## src/rtl/des_key_sched_iter_if.sv

```systemverilog
// Key-in / subkey-out handshake bundle for the iterative DES key schedule.
// The key register drives the master side; the schedule implements the slave side.
interface des_key_sched_iter_if #(
  parameter int IDX_W = 4
);
  logic [63:0]      key;
  logic             decrypt;
  logic             key_valid;
  logic             key_ready;
  logic [47:0]      rk;
  logic [IDX_W-1:0] rk_idx;
  logic             rk_last;
  logic             rk_valid;
  logic             rk_ready;
  logic             busy;
  logic             weak_key;

  modport master (
    output key, decrypt, key_valid, rk_ready,
    input  key_ready, rk, rk_idx, rk_last, rk_valid, busy, weak_key
  );

  modport slave (
    input  key, decrypt, key_valid, rk_ready,
    output key_ready, rk, rk_idx, rk_last, rk_valid, busy, weak_key
  );
endinterface

```

## src/rtl/des_key_sched_iter.sv

```systemverilog
// Iterative DES round-key generator: one C/D register pair and one PC2, one subkey per beat.
// Optional weak-key flag is built only when DES_KS_WEAK_KEY_DET_EN is defined.
module des_key_sched_iter #(
  parameter int          ROUNDS     = 16,
  parameter logic [15:0] SHIFT_MASK = 16'h8103,
  parameter int          IDX_W      = 4
) (
  input logic                 clk,
  input logic                 rst,
  des_key_sched_iter_if.slave ks
);

  localparam int PC1_TAB [56] = '{
    57, 49, 41, 33, 25, 17,  9,
     1, 58, 50, 42, 34, 26, 18,
    10,  2, 59, 51, 43, 35, 27,
    19, 11,  3, 60, 52, 44, 36,
    63, 55, 47, 39, 31, 23, 15,
     7, 62, 54, 46, 38, 30, 22,
    14,  6, 61, 53, 45, 37, 29,
    21, 13,  5, 28, 20, 12,  4
  };

  localparam int PC2_TAB [48] = '{
    14, 17, 11, 24,  1,  5,
     3, 28, 15,  6, 21, 10,
    23, 19, 12,  4, 26,  8,
    16,  7, 27, 20, 13,  2,
    41, 52, 31, 37, 47, 55,
    30, 40, 51, 45, 33, 48,
    44, 49, 39, 56, 34, 53,
    46, 42, 50, 36, 29, 32
  };

  // Table entries are 1-based from the MSB, as in the DES standard.
  function automatic logic [55:0] pc1(input logic [63:0] k);
    logic [55:0] r;
    r = '0;
    for (int i = 0; i < 56; i++) begin
      r[6'(55 - i)] = k[6'(64 - PC1_TAB[6'(i)])];
    end
    return r;
  endfunction

  function automatic logic [47:0] pc2(input logic [55:0] cd);
    logic [47:0] r;
    r = '0;
    for (int i = 0; i < 48; i++) begin
      r[6'(47 - i)] = cd[6'(56 - PC2_TAB[6'(i)])];
    end
    return r;
  endfunction

  function automatic logic [27:0] rotl28(input logic [27:0] x, input logic [4:0] n);
    logic [55:0] t;
    t = {x, x} << n;
    return t[55:28];
  endfunction

  function automatic logic [27:0] rotr28(input logic [27:0] x, input logic [4:0] n);
    logic [55:0] t;
    t = {x, x} >> n;
    return t[27:0];
  endfunction

  function automatic logic [4:0] shift_of(input int i);
    if (i < 0 || i >= ROUNDS) begin
      return 5'd1;
    end
    return SHIFT_MASK[i[3:0]] ? 5'd1 : 5'd2;
  endfunction

  function automatic int total_shift();
    int t;
    t = 0;
    for (int i = 0; i < ROUNDS; i++) begin
      t += SHIFT_MASK[i[3:0]] ? 1 : 2;
    end
    return t;
  endfunction

  // Decrypt starts from the state after all rotations, reached from PC1 by a left rotate of T mod 28.
  localparam int               TOTAL_SHIFT = total_shift();
  localparam logic [4:0]       DEC_FIRST   = 5'(TOTAL_SHIFT % 28);
  localparam logic [IDX_W-1:0] LAST_IDX    = IDX_W'(ROUNDS - 1);

  typedef enum logic {
    IDLE = 1'b0,
    GEN  = 1'b1
  } state_t;

  state_t           state, state_nxt;
  logic [27:0]      c_q, d_q;
  logic [IDX_W-1:0] cnt_q;
  logic             dec_q;
  logic [47:0]      rk_q;
  logic [IDX_W-1:0] rk_idx_q;
  logic             rk_last_q;
  logic             rk_valid_q;
  logic             accept;
  logic             beat;
  logic [55:0]      key_pc1;
  logic [4:0]       first_rot;

  assign ks.key_ready = (state == IDLE) && !rst;
  assign accept       = ks.key_valid && ks.key_ready;
  assign beat         = rk_valid_q && ks.rk_ready;
  assign key_pc1      = pc1(ks.key);
  assign first_rot    = ks.decrypt ? DEC_FIRST : shift_of(0);

  always_ff @(posedge clk) begin
    if (rst) begin
      state <= IDLE;
    end else begin
      state <= state_nxt;
    end
  end

  always_comb begin
    state_nxt = state;
    case (state)
      IDLE:    if (accept) state_nxt = GEN;
      GEN:     if (beat && rk_last_q) state_nxt = IDLE;
      default: state_nxt = IDLE;
    endcase
  end

  // GEN alternates refill (rk_valid low, load PC2 of C/D) and beat (rotate C/D to the next round).
  always_ff @(posedge clk) begin
    if (rst) begin
      c_q        <= '0;
      d_q        <= '0;
      cnt_q      <= '0;
      dec_q      <= 1'b0;
      rk_q       <= '0;
      rk_idx_q   <= '0;
      rk_last_q  <= 1'b0;
      rk_valid_q <= 1'b0;
    end else if (accept) begin
      c_q   <= rotl28(key_pc1[55:28], first_rot);
      d_q   <= rotl28(key_pc1[27:0], first_rot);
      dec_q <= ks.decrypt;
      cnt_q <= ks.decrypt ? LAST_IDX : '0;
    end else if (state == GEN) begin
      if (!rk_valid_q) begin
        rk_q       <= pc2({c_q, d_q});
        rk_idx_q   <= cnt_q;
        rk_last_q  <= dec_q ? (cnt_q == '0) : (cnt_q == LAST_IDX);
        rk_valid_q <= 1'b1;
      end else if (ks.rk_ready) begin
        rk_valid_q <= 1'b0;
        if (!rk_last_q) begin
          if (dec_q) begin
            c_q   <= rotr28(c_q, shift_of(int'(cnt_q)));
            d_q   <= rotr28(d_q, shift_of(int'(cnt_q)));
            cnt_q <= cnt_q - 1'b1;
          end else begin
            c_q   <= rotl28(c_q, shift_of(int'(cnt_q) + 1));
            d_q   <= rotl28(d_q, shift_of(int'(cnt_q) + 1));
            cnt_q <= cnt_q + 1'b1;
          end
        end
      end
    end
  end

  assign ks.rk       = rk_q;
  assign ks.rk_idx   = rk_idx_q;
  assign ks.rk_last  = rk_last_q;
  assign ks.rk_valid = rk_valid_q;
  assign ks.busy     = (state == GEN);

`ifdef DES_KS_WEAK_KEY_DET_EN
  // Weak keys leave C and D uniform, so every round key comes out identical.
  logic weak_q;

  always_ff @(posedge clk) begin
    if (rst) begin
      weak_q <= 1'b0;
    end else if (accept) begin
      weak_q <= ((key_pc1[55:28] == '0) || (key_pc1[55:28] == '1)) &&
                ((key_pc1[27:0] == '0) || (key_pc1[27:0] == '1));
    end
  end

  assign ks.weak_key = weak_q;
`else
  assign ks.weak_key = 1'b0;
`endif

endmodule

```

## src/flat_wrapper.sv

```systemverilog
// flat-port wrapper written by rule: the top's interface ports become plain ports
module des_key_sched_iter_flat 
#(
  parameter int          ROUNDS     = 16,
  parameter logic [15:0] SHIFT_MASK = 16'h8103,
  parameter int          IDX_W      = 4
)
  (clk, rst, ks_key, ks_decrypt, ks_key_valid, ks_rk_ready, ks_key_ready, ks_rk, ks_rk_idx, ks_rk_last, ks_rk_valid, ks_busy, ks_weak_key);
  des_key_sched_iter_if #(.IDX_W(IDX_W)) ks_i ();
  input logic clk;
  input logic rst;
  input wire logic [$bits(ks_i.key)-1:0] ks_key;
  input wire logic [$bits(ks_i.decrypt)-1:0] ks_decrypt;
  input wire logic [$bits(ks_i.key_valid)-1:0] ks_key_valid;
  input wire logic [$bits(ks_i.rk_ready)-1:0] ks_rk_ready;
  output wire logic [$bits(ks_i.key_ready)-1:0] ks_key_ready;
  output wire logic [$bits(ks_i.rk)-1:0] ks_rk;
  output wire logic [$bits(ks_i.rk_idx)-1:0] ks_rk_idx;
  output wire logic [$bits(ks_i.rk_last)-1:0] ks_rk_last;
  output wire logic [$bits(ks_i.rk_valid)-1:0] ks_rk_valid;
  output wire logic [$bits(ks_i.busy)-1:0] ks_busy;
  output wire logic [$bits(ks_i.weak_key)-1:0] ks_weak_key;
  assign ks_i.key = ks_key;
  assign ks_i.decrypt = ks_decrypt;
  assign ks_i.key_valid = ks_key_valid;
  assign ks_i.rk_ready = ks_rk_ready;
  assign ks_key_ready = ks_i.key_ready;
  assign ks_rk = ks_i.rk;
  assign ks_rk_idx = ks_i.rk_idx;
  assign ks_rk_last = ks_i.rk_last;
  assign ks_rk_valid = ks_i.rk_valid;
  assign ks_busy = ks_i.busy;
  assign ks_weak_key = ks_i.weak_key;
  des_key_sched_iter #(.ROUNDS(ROUNDS), .SHIFT_MASK(SHIFT_MASK), .IDX_W(IDX_W)) u_core (.clk(clk), .rst(rst), .ks(ks_i));
endmodule
```

## config.mk

```make
export PLATFORM = sky130hd
export DESIGN_NAME = des_key_sched_iter_flat
export DESIGN_NICKNAME = d
export VERILOG_FILES = /design/src/rtl/des_key_sched_iter_if.sv /design/src/rtl/des_key_sched_iter.sv /design/src/flat_wrapper.sv
export SDC_FILE = /design/constraint.sdc
export NUM_CORES = 1
export LEC_CHECK = 0
export ABC_AREA = 1
export ABC_CLOCK_PERIOD_IN_PS = 3370
export CAP_MARGIN = 20
export CORE_MARGIN = 4
export CORE_UTILIZATION = 50
export CTS_BUF_LIST = sky130_fd_sc_hd__clkbuf_16
export DETAILED_ROUTE_END_ITERATION = 10
export HOLD_SLACK_MARGIN = 0.06
export PLACE_DENSITY = 0.8
export SKIP_LAST_GASP = 1
export SLEW_MARGIN = 40
export SYNTH_ARGS = -nofsm -noshare
export SYNTH_HDL_FRONTEND = slang
export SYNTH_SLANG_ARGS = --single-unit
```

## constraint.sdc

```tcl
create_clock -name clk -period 3.37 [get_ports clk]
set_clock_uncertainty 0.1 [all_clocks]
set_input_delay 0.674 -clock clk [delete_from_list [all_inputs] [get_ports clk]]
set_output_delay 0.674 -clock clk [all_outputs]
set_load 0.05 [all_outputs]
```

After elaboration in Yosys (flattened, before gate mapping) --
Memories as Yosys holds them, arrays and structs flattened. A register that Yosys moved wholly into a read port is not among the register bits. Cells that the tools add are included.
Storage, ports and cells: bits in registers 78, bits in latches 0, RAM bits 0, ROM bits 32, input bits 69, logic and storage cells 91, memories 2
Memories:
- (no name shown) | depth 16, bits a word 1, read ports 1, clocked after Yosys merged registers in 0, write ports 0, RTL line des_key_sched_iter.sv:70 | return SHIFT_MASK[i[3:0]] ? 5'd1 : 5'd2;
- (no name shown) | depth 16, bits a word 1, read ports 1, clocked after Yosys merged registers in 1, write ports 0, RTL line des_key_sched_iter.sv:70
Cells by class: add/sub/neg operators 3, $mul 0, divide/modulo/power cells 0, magnitude comparators 4, eq/ne operators 2, shift operators 6, multiplexer cells 49, bitwise logic cells 3, reduce and logical (&&, ||, !) cells 13
Operator list (number):
- two-way mux 28 bit | 12
- left shift 56 x 5 -> 56 bit | 3
- right shift 56 x 5 -> 28 bit | 2
- left shift 32 x 5 -> 56 bit | 1
- two-way mux 5 bit | 9
- two-way mux 4 bit | 9
- greater-or-equal comparator 32 x 6 -> 1 bit (second input constant) | 1
- < comparator 32 x 1 -> 1 bit (second input constant) | 1
- two-way mux 1 bit | 16
- < comparator 4 x 5 -> 1 bit (second input constant) | 2
- nonzero test 2 bit | 3
- adder 4 x 1 -> 5 bit (second input constant) | 1
- adder 4 x 1 -> 4 bit (second input constant) | 1
- equality test 4 bit (second input constant) | 1
- logical AND 1 bit | 4
- zero test 4 bit | 1
- two-way mux 2 bit | 2
- AND reduction 4 bit | 1
- subtractor 4 x 1 -> 4 bit (second input constant) | 1
- NOT 1 bit | 3
- AND reduction 3 bit | 1
- != test 2 bit (second input constant) | 1
- one-hot mux 1 bit (2 select lines) | 1
- AND reduction 2 bit | 1
- 2 further kinds | 2

Depth between registers and ports, before layout --
Gate-level depths: netlist of run 1.
word-level depth 26, gate-level depth with buffers 13

Least setup slack after synthesis of run 1 --
OpenSTA, ideal clock, no wires.
path kind input -> register, start point input rst, end point register with a tool-made name, setup time 0.125 ns, data arrival time 2.182 ns, required time 3.145 ns, path slack 0.963 ns, stages 11, path through buf_2 > nor2_2 > nand2_1 > nor2_1 > inv_1 > nand2_1 > nor2_1 > o21ai_1 > inv_1 > nand3_1 > o21ai_1
RTL lines:
- start, declared | RTL line flat_wrapper.sv:11 | input logic rst;

Worst setup path after layout of run 1 --
start point register u_core.cnt_q[0], end point register u_core.d_q[19]
On the way: word-level cells in the longest chain between the ends 26, elaborated cells on any way between the ends 30, classes of those cells add/sub (1); order compare (2); shift (1); mux (24); reduce/logical (1); memory (1)
Ends and longest elaborated chain:
- start, declared | RTL line des_key_sched_iter.sv:94 | logic [IDX_W-1:0] cnt_q;
- start signal, assigned | RTL line des_key_sched_iter.sv:143 | cnt_q <= ks.decrypt ? LAST_IDX : '0;
- start signal, assigned | RTL line des_key_sched_iter.sv:156 | cnt_q <= cnt_q - 1'b1;
- start signal, assigned | RTL line des_key_sched_iter.sv:160 | cnt_q <= cnt_q + 1'b1;
- adder 4 x 1 -> 5 bit (*) | RTL line des_key_sched_iter.sv:159 | d_q <= rotl28(d_q, shift_of(int'(cnt_q) + 1));
- < comparator 32 x 1 -> 1 bit / greater-or-equal comparator 32 x 6 -> 1 bit (equally long branches) | RTL line des_key_sched_iter.sv:67 | if (i < 0 || i >= ROUNDS) begin
- logical OR 1 bit | RTL line des_key_sched_iter.sv:67
- two-way mux 1 bit | RTL line des_key_sched_iter.sv:67
- two-way mux 1 bit | RTL line des_key_sched_iter.sv:153 | if (dec_q) begin
- two-way mux 1 bit | RTL line des_key_sched_iter.sv:152 | if (!rk_last_q) begin
- two-way mux 1 bit | RTL line des_key_sched_iter.sv:150 | end else if (ks.rk_ready) begin
- two-way mux 1 bit | RTL line des_key_sched_iter.sv:145 | if (!rk_valid_q) begin
- [10 not listed]
- two-way mux 5 bit (*) | RTL line des_key_sched_iter.sv:130 | if (rst) begin
- left shift 56 x 5 -> 56 bit (*) | RTL line des_key_sched_iter.sv:56 | t = {x, x} << n;
- two-way mux 28 bit (*) | RTL line des_key_sched_iter.sv:153
- two-way mux 28 bit (*) | RTL line des_key_sched_iter.sv:152
- two-way mux 28 bit (*) | RTL line des_key_sched_iter.sv:150
- two-way mux 28 bit (*) | RTL line des_key_sched_iter.sv:145
- two-way mux 28 bit (*) | RTL line des_key_sched_iter.sv:144 | end else if (state == GEN) begin
- two-way mux 28 bit (*) | RTL line des_key_sched_iter.sv:139 | end else if (accept) begin
- end signal, assigned | RTL line des_key_sched_iter.sv:141 | d_q <= rotl28(key_pc1[27:0], first_rot);
- end signal, assigned | RTL line des_key_sched_iter.sv:155 | d_q <= rotr28(d_q, shift_of(int'(cnt_q)));
- end signal, assigned | RTL line des_key_sched_iter.sv:159
- end, declared | RTL line des_key_sched_iter.sv:93 | logic [27:0] c_q, d_q;
Mark *: on every way between the ends. The rest lies on a longest branch, timed or not. The select of a mux whose other input is x is not followed. A chain may end at the register's enable or synchronous reset.

==> results of run 1 <==
## worst max-delay path, stage by stage (launching register included)
cell     delay [ns]
dfxtp_1        0.49
inv_1          0.16
ha_1           0.31
nor2_1         0.05
nand2_2        0.07
nand3_2        0.58
buf_4          0.44
nand2_1        0.08
nand3_1        0.08
nand3_1        0.11
a21oi_1        0.07
## layout make-up
class | instances | area, sq um
fillers | 1005 | 4600
repair buffers | 45 | 408
multi-input cells | 639 | 3040
flip-flops and latches | 79 | 1580
inverters | 48 | 183
clock buffers | 9 | 225
well taps | 136 | 170
clock inverters | 7 | 72.6
## synthesized netlist by cell type
cell type,n,area [sq um]
o221ai_1,4,35.0
o31ai_1,1,7.51
nand2_2,2,12.5
o21ai_0,44,220
o211ai_1,6,45.0
ha_1,5,62.6
buf_2,19,95.1
clkbuf_1,33,124
buf_1,12,45.0
buf_6,2,22.5
conb_1,1,3.75
nor2_1,23,86.3
nand3_1,148,741
o22ai_1,1,6.26
a211oi_1,1,7.51
buf_4,39,293
a21oi_1,87,435
inv_2,3,11.3
nor2_2,1,6.26
clkinv_1,1,3.75
nand3_2,2,20.0
xor2_1,2,17.5
dfxtp_1,79,1580
fa_1,1,20.0
inv_1,44,165
nand2_1,213,800
nand4_1,56,350
buf_8,1,15.0
or2_2,1,6.26
o21ai_1,2,10.0
## worst paths after layout
| kind | cells after the start | to | start | slack, ns |
|---|---|---|---|---|
| max reg2reg | 10 | u_core.d_q[19] | u_core.cnt_q[0] | 0.67 |
| min reg2reg | 2 | u_core.d_q[23] | u_core.d_q[23] | 0.40 |
| min | 2 | u_core.d_q[23] | u_core.d_q[23] | 0.40 |
| max | 10 | u_core.d_q[19] | u_core.cnt_q[0] | 0.67 |
## metal layers
| layer | vias up | share of wire | GRT usage |
|---|---|---|---|
| li1 | 2731 | - | - |
| met5 | - | 0 | 0 |
| met2 | 235 | 0.47 | 0.348 |
| met4 | 0 | 0.013 | 0.0764 |
| met3 | 18 | 0.070 | 0.0329 |
| met1 | 2532 | 0.45 | 0.298 |
## power by group through the flow
| stage | logic [W] | registers, W | clock network, W |
|---|---|---|---|
| after floorplan | 0.000504 | 0.00106 | 0 |
| after global placement | 0.000636 | 0.00101 | 0 |
| after detailed placement | 0.000639 | 0.00101 | 0 |
| after CTS | 0.000643 | 0.000994 | 0.000998 |
| after global routing | 0.000710 | 0.000999 | 0.00104 |
| final | 0.000648 | 0.000995 | 0.000990 |
## cells in the final DEF, fill, tap and decap left out, types with 5 or more instances in the layout
cell type and instances:
nand2_1 212, nand3_1 148, a21oi_1 87, dfxtp_1 78, nand4_1 56, inv_1 44
o21ai_0 44, conb_1 39, clkdlybuf4s50_1 29, nor2_1 23, buf_4 15, clkbuf_16 9
o211ai_1 6, ha_1 5
## registers in the layout (all words and copies together) (netlist names), named ones only
name / flops
u_core.d_q: 28
u_core.ks.rk_last: 1
u_core.ks.rk_valid: 1
u_core.ks.busy: 1
u_core.c_q: 28
u_core.ks.rk: 10
u_core.ks.rk_idx: 4
u_core.cnt_q: 4
u_core.dec_q: 1
## cells by family after synthesis
kind of cell	after synthesis
buffers and inverters	154
adder cells (fa/ha/maj)	6
AO/OA/AOI/OAI	146
XOR/XNOR	2
flip-flops	79
other	1
AND/OR/NAND/NOR	446
## per-stage QoR
stage,instance area [sq um],std cells,util
global placement,5380,947,0.523
detailed placement,5380,947,0.524
CTS,5680,963,0.553
floorplan,5390,872,-
finish,5680,963,0.553
global route,5680,963,0.553
==> flow_summary.yaml, run 1 <==
power:
  switching_share: 0.354
  p_per_area_nw_per_um2: 464
  p_leak_nw: 2.20
  total_power_w: 0.00263
  seq_power_share: 0.378
  peakVddDrop_uv: 353
  intPower_w: 0.00170
  combPwrFrac: 0.246
  p_sw_w: 0.000932
  clkPwrFrac: 0.376
yosys:
  synth_simple_gate_area_share: 0.385
  synth_top_family_by_area: "simple AND/OR/NAND/NOR gates"
  syn-mean-instance-area_sq_um: 6.29
  muxShareOfSynthArea: 0
  synth_compound_area_frac: 0.146
  yosys_warnings: 0
  synth_seq_cells: 79
  synth_area_sq_um: 5250
  seq_area_frac_synth: 0.301
  ys_types: 30
  syn_inst: 834
  synth-xor-area-share: 0.00334
  synthAdderAreaFrac: 0.0157
clock_network:
  cts.sinks: 79
  cts_made_buffers: 9
  postCtsSetupBuffers: 0
  htreeDepth: 3
  cts-root-buf: "clkbuf_16"
  hold_buffers: 0
  clk_latency_ns: 0.34
  path_clk_slew_ns: 0.06
  cts_resized: 0
  cts_tree: "done"
  cts_buffer_depth: 2
drt:
  viasPerCell: 5.73
  wl_per_cell_um: 14.0
  drt_first_pass_iters: 5
  wl_um: 13500
  via_count: 5516
  drt_iter0_drc: 663
  drc: 0
  antenna_left: 0
grt:
  grt_pass1_wl_um: 23400
  gr-usage-all-layers: 0.218
  grt_max_degree: 74
  gr-total-overflow: 0
  grt_pass1_vias: 5003
  antenna_found_initial: 0
worst_setup_path:
  crit_fanout: 36
  crit_arrival_ns: 2.80
  end_kind: "flop"
  worstSetupPathType: "reg -> reg"
  worstPathRequired_ns: 3.47
  worstSetupStartpointType: "flop"
timing:
  slew_violations: 0
  setup_tns_ns: 0
  rsz0062_at_grt: "false"
  relSlewSlack: 0.493
  fin_crit_ns: 2.70
  fin_crit_sh: 0.801
  final-setup-viol-count: 0
  final-hold-violation-count: 0
  tightest_slew_ns: 0.760
  max_freq_mhz: 370
  setup_slack_ns: 0.669
  hold_slack_ns: 0.397
layout:
  drive_gt1_frac: 0.0508
  syn2layout_area_growth_pct: 8.20
  n_antenna_cell: 0
  nNetsFinal: 897
floorplan:
  coreArea_sq_um: 10300
  die_x_um: 110
  num_rows: 37
  start_util: 0.511
  die_area_sq_um: 12200
  die_h_um: 110
  ios: 126
flow_run:
  max_cap_viol_count: 0
worst_hold_path:
  hp-class: "reg -> reg"
placed_design:
  hpwl_um: 7750
  io_buffer_count: 30
  place_congestion: 0.836
  pre_cts_ws_ns: 0.628
run_status:
  outcome: "finished clean"
Note: power is estimated with default switching activity, not from simulation.
==> run 2, diff against run 1 <==
ABC_CLOCK_PERIOD_IN_PS = 2430   (was 3370)
CORE_UTILIZATION = 46   (was 50)
PLACE_DENSITY = 0.78   (was 0.8)
clock period = 2.43 ns   (was 3.37 ns; I/O delays follow)
==> run 2 against run 1 <==
Core utilization down 2.8 points. Critical path type is now reg -> out. Sequential cell count did not move. Clock power up 32%. Global-route usage is 1.5 points lower. Sequential power up 39%. Die area increased by 8.1%. Cell area rose by 1.4%. Sequential share of layout area decreased by 0.39 points. Register-to-register slack lost 0.42 ns. Via count rose by 0.16%.
==> flow_summary.yaml, run 2 (synthesis results as in run 1) <==
run_status:
  outcome: "finished clean"
worst_hold_path:
  min_from: "u_core.d_q[23]"
  holdPathStages: 2
  hp-class: "reg -> reg"
  hold_path_end: "u_core.d_q[23]"
power:
  p_per_area_nw_per_um2: 627
  p_leak_nw: 2.23
  peakVddDrop_uv: 558
drt:
  wl_per_cell_um: 13.8
  via_count: 5525
  antenna_left: 0
  drc: 0
  drt_iter0_drc: 654
  viasPerCell: 5.70
  wl_um: 13400
  drt_first_pass_iters: 5
worst_setup_path:
  worstPathRequired_ns: 1.84
  end_kind: "primary output"
  rr_worst_depth: 11
  r2r-start: "u_core.cnt_q[0]"
  crit_start: "u_core.ks.busy"
  crit_fanout: 5
  critPathSlowestCell: "clkdlybuf4s50_1"
  critPathTopFamily: "buffers and inverters"
  path_buf_inv: 1
  cpPeakStageDelay_ns: 0.84
  reg2reg_slack_ns: 0.25
  worstSetupStartpointType: "flop"
  timing.rr.end: "u_core.d_q[0]"
  worstSetupPathType: "reg -> out"
  crit_arrival_ns: 1.59
  path_cells: "clkdlybuf4s50_1"
placed_design:
  place_congestion: 0.866
  io_buffer_count: 30
  hpwl_um: 7860
  place_area_sq_um: 5470
timing:
  fin_crit_ns: 2.18
  max_freq_mhz: 459
  final-setup-viol-count: 0
  fin_crit_sh: 0.896
  final-hold-violation-count: 0
  tightest_slew_ns: 0.665
  setup_tns_ns: 0
  rsz0062_at_grt: "false"
  relSlewSlack: 0.556
  slew_violations: 0
grt:
  grt_pass1_vias: 4855
  antenna_found_initial: 0
  gr-total-overflow: 0
  gr-usage-all-layers: 0.203
  grt_pass1_wl_um: 22700
  grt_max_degree: 64
clock_network:
  htreeDepth: 3
  cts_made_buffers: 9
  cts.sinks: 79
  clk_latency_ns: 0.34
  path_clk_slew_ns: 0.07
  hold_buffers: 0
  cts_resized: 0
  cts_buffer_depth: 2
  postCtsSetupBuffers: 0
  cts-root-buf: "clkbuf_16"
  cts_tree: "done"
layout:
  mostFrequentLayoutCell: "nand2_1"
  stdcell_area_sq_um: 5760
  drive_gt1_frac: 0.0555
  mostFrequentLayoutCells: "212 x nand2_1, 148 x nand3_1, 87 x a21oi_1, 78 x dfxtp_1, 56 x nand4_1"
  nNetsFinal: 899
  n_antenna_cell: 0
  syn2layout_area_growth_pct: 9.73
floorplan:
  num_rows: 38
  start_util: 0.478
  coreArea_sq_um: 11000
  die_x_um: 115
  ios: 126
  die_h_um: 115
  die_area_sq_um: 13200
flow_run:
  max_cap_viol_count: 0
-- run 2: through the flow --
stage / hold WS [ns] / std cells / power (W) / utilization / worst slack, ns
floorplan: 0.358 / 872 / 0.00217 / - / 0.211
global placement: 0.375 / 953 / 0.00231 / 0.498 / 0.107
detailed placement: 0.389 / 953 / 0.00232 / 0.498 / 0.0721
CTS: 0.399 / 969 / 0.00362 / 0.524 / 0.262
global route: 0.436 / 969 / 0.00378 / 0.524 / 0.0373
finish: 0.395 / 969 / 0.00361 / 0.524 / 0.252
-- run 2: routing by layer --
metal / part of all wire / global-route usage / up-vias
met3: 0.069 / 0.0379 / 15
met4: 0.011 / 0.0673 / 0
met2: 0.46 / 0.322 / 228
met1: 0.46 / 0.279 / 2545
met5: 0 / 0 / -
li1: - / - / 2737
-- run 2: power by group --
group / switching [W] / internal [W]
Sequential: 0.0000404 / 0.00134
Clock: 0.000596 / 0.000713
Combinational: 0.000680 / 0.000242
-- run 2: final cells by class --
class	count	area, sq um
fill	1085	5220
multi-input combinational	639	3040
sequential	79	1580
timing repair buffer	47	495
clock buffer	9	225
inverter	48	181
tap	140	175
clock inverter	7	61.3
-- run 2: how the worst max path moves through the flow --
stage                           endpoint  slack (ns)  depth (start not counted)
final                            ks_busy        0.25                          1
after floorplan                     flop        0.21                         11
after global routing      u_core.d_q[17]        0.04                          8
after CTS                        ks_busy        0.26                          1
after detailed placement  u_core.d_q[20]        0.07                          6
after global placement     u_core.d_q[3]        0.11                          8
